### src/rtl/uart_rx_controller.sv
// UART receive FSM driven by an external edge/bit counter; 2-of-3 majority sampling, registered result/error pulses.
// Latency: data_valid one cycle after the stop-bit eob; no backpressure, so every received byte must be consumed on the pulse.
module uart_rx_controller #(
    parameter int DATA_WIDTH = 8
) (
    input  logic                  clk,
    input  logic                  rst,
    input  logic                  rx_in,
    input  logic [7:0]            prescale,
    input  logic                  par_en,
    input  logic                  par_typ,
    input  logic [15:0]           edge_count,
    input  logic [3:0]            bit_count,
    output logic                  cnt_enable,
    output logic [DATA_WIDTH-1:0] p_data,
    output logic                  data_valid,
    output logic                  par_err,
    output logic                  stp_err,
    output logic                  strt_glitch,
    output logic                  busy
);

    localparam logic [2:0] S_IDLE   = 3'd0;
    localparam logic [2:0] S_START  = 3'd1;
    localparam logic [2:0] S_DATA   = 3'd2;
    localparam logic [2:0] S_PARITY = 3'd3;
    localparam logic [2:0] S_STOP   = 3'd4;
    localparam logic [2:0] S_DONE   = 3'd5;

    localparam logic [3:0] LAST_BIT = 4'(DATA_WIDTH);
    localparam logic [3:0] MAX_BIT  = 4'd10;

    logic [2:0]            state;
    logic [2:0]            state_nx;
    logic [DATA_WIDTH-1:0] sr;
    logic [2:0]            smp;
    logic                  par_en_q;
    logic                  par_typ_q;
    logic                  par_bad;
    logic [15:0]           ps;
    logic [15:0]           mid;
    logic                  eob;
    logic                  bit_s;
    logic                  par_exp;

    assign ps      = {8'd0, prescale};
    assign mid     = {9'd0, prescale[7:1]};
    assign eob     = (edge_count == ps - 16'd1);
    assign bit_s   = (smp[0] & smp[1]) | (smp[0] & smp[2]) | (smp[1] & smp[2]);
    assign par_exp = (^sr) ^ par_typ_q;

    assign busy       = (state != S_IDLE);
    assign cnt_enable = (state == S_START) || (state == S_DATA) ||
                        (state == S_PARITY) || (state == S_STOP);

    always_comb begin
        state_nx = state;
        case (state)
            S_IDLE:   if (!rx_in) state_nx = S_START;
            S_START:  if (eob) state_nx = bit_s ? S_IDLE : S_DATA;
            S_DATA:   if (eob && bit_count == LAST_BIT) state_nx = par_en_q ? S_PARITY : S_STOP;
            S_PARITY: if (eob) state_nx = S_STOP;
            S_STOP:   if (eob) state_nx = (bit_s && !par_bad) ? S_DONE : S_IDLE;
            S_DONE:   state_nx = rx_in ? S_IDLE : S_START;
            default:  state_nx = S_IDLE;
        endcase
        // A runaway bit index means prescale was abused mid-frame; abandon the frame.
        if (cnt_enable && bit_count > MAX_BIT) state_nx = S_IDLE;
    end

    always_ff @(posedge clk or negedge rst) begin
        if (!rst) begin
            state       <= S_IDLE;
            sr          <= '0;
            p_data      <= '0;
            smp         <= 3'b000;
            par_en_q    <= 1'b0;
            par_typ_q   <= 1'b0;
            par_bad     <= 1'b0;
            data_valid  <= 1'b0;
            par_err     <= 1'b0;
            stp_err     <= 1'b0;
            strt_glitch <= 1'b0;
        end else begin
            state       <= state_nx;
            data_valid  <= 1'b0;
            par_err     <= 1'b0;
            stp_err     <= 1'b0;
            strt_glitch <= 1'b0;

            if (cnt_enable) begin
                if (edge_count == mid - 16'd1) smp[0] <= rx_in;
                if (edge_count == mid)         smp[1] <= rx_in;
                if (edge_count == mid + 16'd1) smp[2] <= rx_in;
            end

            if (state_nx == S_START) begin
                par_en_q  <= par_en;
                par_typ_q <= par_typ;
                par_bad   <= 1'b0;
            end

            if (eob) begin
                case (state)
                    S_START:  if (bit_s) strt_glitch <= 1'b1;
                    S_DATA:   sr <= {bit_s, sr[DATA_WIDTH-1:1]};
                    S_PARITY: if (bit_s != par_exp) begin
                        par_err <= 1'b1;
                        par_bad <= 1'b1;
                    end
                    S_STOP: begin
                        if (!bit_s) begin
                            stp_err <= 1'b1;
                        end else if (!par_bad) begin
                            data_valid <= 1'b1;
                            p_data     <= sr;
                        end
                    end
                    default: ;
                endcase
            end
        end
    end

endmodule
### config.mk
export PLATFORM = sky130hd
export DESIGN_NAME = uart_rx_controller
export DESIGN_NICKNAME = d
export VERILOG_FILES = /design/src/rtl/uart_rx_controller.sv
export SDC_FILE = /design/constraint.sdc
export NUM_CORES = 1
export LEC_CHECK = 0
export ABC_AREA = 1
export BUFFER_PORTS_ARGS = -buffer_cell sky130_fd_sc_hd__buf_2
export CORE_ASPECT_RATIO = 0.75
export CORE_UTILIZATION = 39
export DETAILED_ROUTE_END_ITERATION = 6
export SLEW_MARGIN = 0
export SYNTH_ARGS = -nofsm -noshare
export SYNTH_HDL_FRONTEND = slang
export SYNTH_SLANG_ARGS = --single-unit
### constraint.sdc
create_clock -name clk -period 3.4 [get_ports clk]
set_input_delay 0.17 -clock clk [delete_from_list [all_inputs] [get_ports clk]]
set_output_delay 0.17 -clock clk [all_outputs]
set_load 0.01 [all_outputs]
# Word-level counts from Yosys, hierarchy flattened
# Cells that the tools add are included.
[totals]
reg_bits = 29
latchBits = 0
ramBits = 0
romBits = 0
in_bits = 33
output_inout_bits = 14
word_cells = 79
memories = 0
[classes]
n_addsub = 3
multipliers = 0
div = 0
order_cmp = 1
n_eq_ne = 12
n_shift = 0
n_mux = 28
n_bitwise = 7
n_reduce_logical = 15
[op_table]
columns = ["operator", "n"]
rows = [
  ["equality test 16 bit", 2],
  ["2-to-1 mux 3 bit", 8],
  ["2-to-1 mux 1 bit", 18],
  ["one-hot mux 3 bit (6 select lines)", 1],
  ["equality test 16 x 7 -> 1 bit", 1],
  ["equality test 16 x 8 -> 1 bit", 1],
  ["subtractor 8 x 1 -> 9 bit, second input constant", 1],
  ["adder 7 x 1 -> 8 bit, second input constant", 1],
  ["AND reduction 2 bit", 4],
  ["XOR reduction 8 bit", 1],
  ["subtractor 7 x 1 -> 8 bit, second input constant", 1],
  ["equality test 3 x 1 -> 1 bit, second input constant", 2],
  ["equality test 3 x 2 -> 1 bit, second input constant", 2],
  ["equality test 3 bit, second input constant", 2],
  ["equality test 4 bit, second input constant", 1],
  ["> comparator 4 bit, second input constant", 1],
  ["AND reduction 4 bit", 1],
  ["bitwise AND 1 bit", 3],
  ["logical AND 1 bit", 3],
  ["logical NOT 3 bit", 1],
  ["logical OR 1 bit", 3],
  ["nonzero test 3 bit", 1],
  ["2-to-1 mux 2 bit", 1],
  ["OR 1 bit", 2],
  ["other kinds (4)", 4],
]

# Depth between registers and ports, before layout
[logic_depth]
ltp_word = 13
depth_mapped = 18
mapped_depth_nobuf = 18

# Worst setup path after synthesis
# OpenSTA, ideal clock, no wires.
[synth_timing]
kind = "input port to flip-flop"
startpoint = "input prescale[2]"
endpoint = "register par_bad"
setup_time_ns = 0.120
arrival_time_ns = 1.671
required_ns = 3.280
slack_ns = 1.609
cell_stages = 14
path_buffers = 0
cell_sequence = "inv_2 > ha_1 > inv_2 > nor2_2 > nand2_1 > xnor2_2 > nor2_4 > nand3_4 > nor2_2 > nor2_1 > nor2_2 > nand2_2 > o21ai_1 > nand2_1"
[synth_between]
elab_chain_len = 11
word_cells_on_any_way = 14
classes_between = "add/sub (1); eq/ne (2); mux (10); reduce/logical (1)"
[synth_rtl]
columns = ["element", "line", "text"]
rows = [
  ["start, declared", "9", "input logic [7:0] prescale,"],
  ["subtractor 8 x 1 -> 9 bit (*)", "48", "assign eob = (edge_count == ps - 16'd1);"],
  ["equality test 16 bit (*)", "48", ""],
  ["logical AND 1 bit", "61", "S_DATA: if (eob && bit_count == LAST_BIT) state_nx = par_en_q ? S_PARITY : S_STOP;"],
  ["2-to-1 mux 3 bit", "61", ""],
  ["one-hot mux 3 bit (6 select lines)", "58", "case (state)"],
  ["2-to-1 mux 3 bit", "68", "if (cnt_enable && bit_count > MAX_BIT) state_nx = S_IDLE;"],
  ["equality test 3 x 1 -> 1 bit", "97", "if (state_nx == S_START) begin"],
  ["2-to-1 mux 1 bit", "97", ""],
  ["2-to-1 mux 1 bit", "107", "S_PARITY: if (bit_s != par_exp) begin"],
  ["2-to-1 mux 1 bit", "104", "case (state)"],
  ["2-to-1 mux 1 bit (*)", "103", "if (eob) begin"],
  ["end signal, assigned", "79", "par_bad <= 1'b0;"],
  ["end signal, assigned", "100", "par_bad <= 1'b0;"],
  ["end signal, assigned", "109", "par_bad <= 1'b1;"],
  ["end, declared", "39", "logic par_bad;"],
]
# Every way passes the cells marked *; elsewhere a longest branch is shown, timed or not.
# A chain may end at the register's enable or synchronous reset.

# Worst setup path after layout
[layout_timing]
startpoint = "input prescale[2]"
endpoint = "register sr[7]"
[layout_between]
elab_chain_len = 3
[layout_rtl]
columns = ["element", "line", "text"]
rows = [
  ["subtractor 8 x 1 -> 9 bit", "48", ""],
  ["equality test 16 bit", "48", ""],
  ["AND reduction 2 bit (no source line)", "--", ""],
  ["end signal, assigned", "106", "S_DATA: sr <= {bit_s, sr[DATA_WIDTH-1:1]};"],
  ["end, declared", "35", "logic [DATA_WIDTH-1:0] sr;"],
]
# Every way passes these cells.

==> impl_metrics.env <==
export IMPL_layout_min_cycle_time_ps=2200
export IMPL_drive_gt1_share_pct=23.2
export IMPL_yosys_area_share_adder_pct=1.64
export IMPL_dr_wl_met3_um=317
export IMPL_ir_worst_vdd_mv=0.145
export IMPL_synth_nets=366
export IMPL_critPathMaxFanout=13
export IMPL_cts_hold_buf=1
export IMPL_synth_simple_area_share_pct=36.7
export IMPL_hold_viol=0
export IMPL_max_clock_freq_mhz=454
export IMPL_ys_seq_area_share_pct=31.8
export IMPL_antenna_found_initial=0
export IMPL_clk_path_buf_depth=2
export IMPL_globalplace_congestion=0.881
export IMPL_overflow=0
export IMPL_power_density_nw_per_um2=356
export IMPL_core_area_um2=5500
export IMPL_synth_main_ff_cell="dfrtp_1"
export IMPL_tightest_slew_ps=674
export IMPL_synth_top_family_by_area="simple AND/OR/NAND/NOR gates"
export IMPL_clk_latency_ps=270
export IMPL_start_util_pct=41.6
export IMPL_port_buffers=46
export IMPL_wirelength_um=5070
export IMPL_avgSynthCellArea_um2=6.92
export IMPL_clkTransAtPathRegs_ps=60
export IMPL_wl_met2_um=1810
export IMPL_tns_ps=0
export IMPL_dr_pass1_iters=4
export IMPL_cts_resized=0
export IMPL_cts_sinks=29
export IMPL_end_kind="flip-flop"
export IMPL_grt_max_degree=30
export IMPL_cts_made_buffers=5
export IMPL_die_w_um=90.4
export IMPL_synth_edf_count=0
export IMPL_critPathLaunchType="primary input"
export IMPL_criticalPathCategory="primary input to flip-flop"
export IMPL_async_reset_ff_share_pct=100
export IMPL_hold_class="primary input to flip-flop"
export IMPL_insertedDiodeCount=0
export IMPL_routed_top_layer="met4"
export IMPL_hold_slack_ps=106
export IMPL_final_nets=414
export IMPL_io_pins=47
export IMPL_grt_pass1_wl_um=8540
export IMPL_dpl_hpwl_um=4150
export IMPL_synth_compound_area_share_pct=7.72
export IMPL_multi_input_area_um2=1300
export IMPL_netlist_instances=330
export IMPL_fp_dieH_um=68.3
export IMPL_grtUsageTotal_pct=18.1
export IMPL_synth_xor_area_share_pct=9.91
export IMPL_synthesis_area_um2=2280
export IMPL_synth_seq_cells=29
export IMPL_vias_per_cell=4.66
export IMPL_min_period_over_period_pct=64.8
export IMPL_synth_top_area_share_pct=31.8
export IMPL_run_status="complete, no violations"
export IMPL_grt_setup_unrepaired="no"
export IMPL_root_buffer="clkbuf_8"
export IMPL_cts_tree="yes"
export IMPL_ant_nets=0
export IMPL_finClkSkew_ps=4.71
export IMPL_syn2layout_area_growth_pct=15.8
export IMPL_yosys_warnings=0
export IMPL_drv_cap=0
export IMPL_synthMuxAreaShare_pct=0.876
export IMPL_setup_violations=0
export IMPL_slew_viol_final=0
export IMPL_grt_pass1_vias=1801
export IMPL_drt_met1_wl_um=2900
export IMPL_wl_per_cell_um=11.2
export IMPL_post_route_util_pct=48.1
export IMPL_p_total_w=0.000942
export IMPL_slew_limit_headroom_pct=54.8
export IMPL_rows=23
export IMPL_post_cts_buffers=0
export IMPL_synth_area_top_cells="dfrtp_1, nand2_1, inv_1"
export IMPL_nFillCells=581
export IMPL_synth_top_cell_by_area="dfrtp_1"
export IMPL_required_ps=3530
export IMPL_htree_num_levels=2
export IMPL_vias=2114
export IMPL_regArea_um2=726
export IMPL_synthDistinctLibCells=37
export IMPL_die_area_um2=6170
export IMPL_first_iter_violations=91
export IMPL_p_leak_nw=1.46
export IMPL_drc=0
export IMPL_crit_arrival_ps=2330
[cell families after synthesis]
kind of cell             after synthesis
adder cells (fa/ha/maj)                3
flip-flops                            29
multiplexers                           2
XOR/XNOR                              25
buffers and inverters                 60
AO/OA/AOI/OAI                         31
AND/OR/NAND/NOR                      180
[state kept, by name, indices dropped and copies added, names as in the netlist]
name and cells:
par_err 1, smp 3, par_en_q 1, data_valid 1
strt_glitch 1, stp_err 1, sr 8, state 3
par_bad 1, p_data 8, par_typ_q 1
[cell usage in the layout, fill, tap and decap left out, types with 4 or more instances in the layout]
cell,instances
inv_2,9
dfrtp_1,29
a21oi_1,4
nand3_1,15
nor2_2,8
xor2_1,10
nor2_1,33
o21ai_0,17
clkbuf_8,5
nand2_2,7
inv_1,44
xnor2_1,14
nand2_1,90
nor3_1,5
nand4_1,8
nor2_4,4
buf_2,46
[per-layer routing]
| metal | up-vias | global-route usage (%) |
|---|---|---|
| li1 | 1127 | - |
| met1 | 916 | 28.7 |
| met2 | 61 | 23.9 |
| met3 | 10 | 4.22 |
| met4 | 0 | 3.63 |
| met5 | - | 0 |
[final timing paths]
check                                   to         from  slack, ps  cells after the start
worst max-delay path                 sr[7]  prescale[2]       1200                     13
worst min-delay path             par_typ_q      par_typ        110                      3
worst max register to register    par_en_q       smp[1]       1400                      9
worst min register to register   p_data[7]    p_data[7]        470                      2
max in group asynchronous            sr[6]          rst       2520                      2
min in group asynchronous       data_valid          rst        460                      2
[cell type report]
class	count	area share, %
tap	75	3.55
timing repair buffer	47	9.08
sequential	29	27.4
inverter	54	7.76
multi-input combinational	241	49.1
clock buffer	8	3.03
[Yosys cell counts (2+ instances only)]
| master | instances |
|---|---|
| nor2_2 | 8 |
| nor2_1 | 33 |
| mux2i_1 | 2 |
| a21oi_1 | 4 |
| nor2_4 | 4 |
| nand3_1 | 15 |
| inv_1 | 44 |
| dfrtp_1 | 29 |
| or2_2 | 3 |
| nand2_2 | 7 |
| xor2_1 | 10 |
| inv_2 | 9 |
| o21ai_1 | 3 |
| nor4_1 | 2 |
| ha_1 | 3 |
| xnor2_1 | 14 |
| nand4_1 | 8 |
| nor3_1 | 5 |
| buf_6 | 4 |
| nand2_1 | 90 |
| o21ai_0 | 17 |
[metrics by stage]
step,cells,cell area [um^2],setup WS (ps)
5_1_grt,454,2650,921
2_1_floorplan,330,2280,1610
3_5_place_dp,445,2550,937
3_3_place_gp,445,2550,1030
6_report,454,2650,1200
4_1_cts,454,2650,1220
[worst max-delay path, cell delays in order]
cell and delay (ps):
buf_2 130, inv_2 90, ha_1 230, inv_2 70, nor2_2 160, nand2_1 110
xnor2_2 160, nor2_4 200, nand3_4 140, nor3_2 540, inv_1 170, nand2_1 90
o21ai_0 70
[where the power goes]
part / switching (W) / leakage (nW) / total, W / internal [W]
registers: 0.0000239 / 0.362 / 0.000390 / 0.000366
logic: 0.000188 / 1.05 / 0.000293 / 0.000104
clock network: 0.000115 / 0.0395 / 0.000260 / 0.000145
Power figures use the tool's default switching activity.
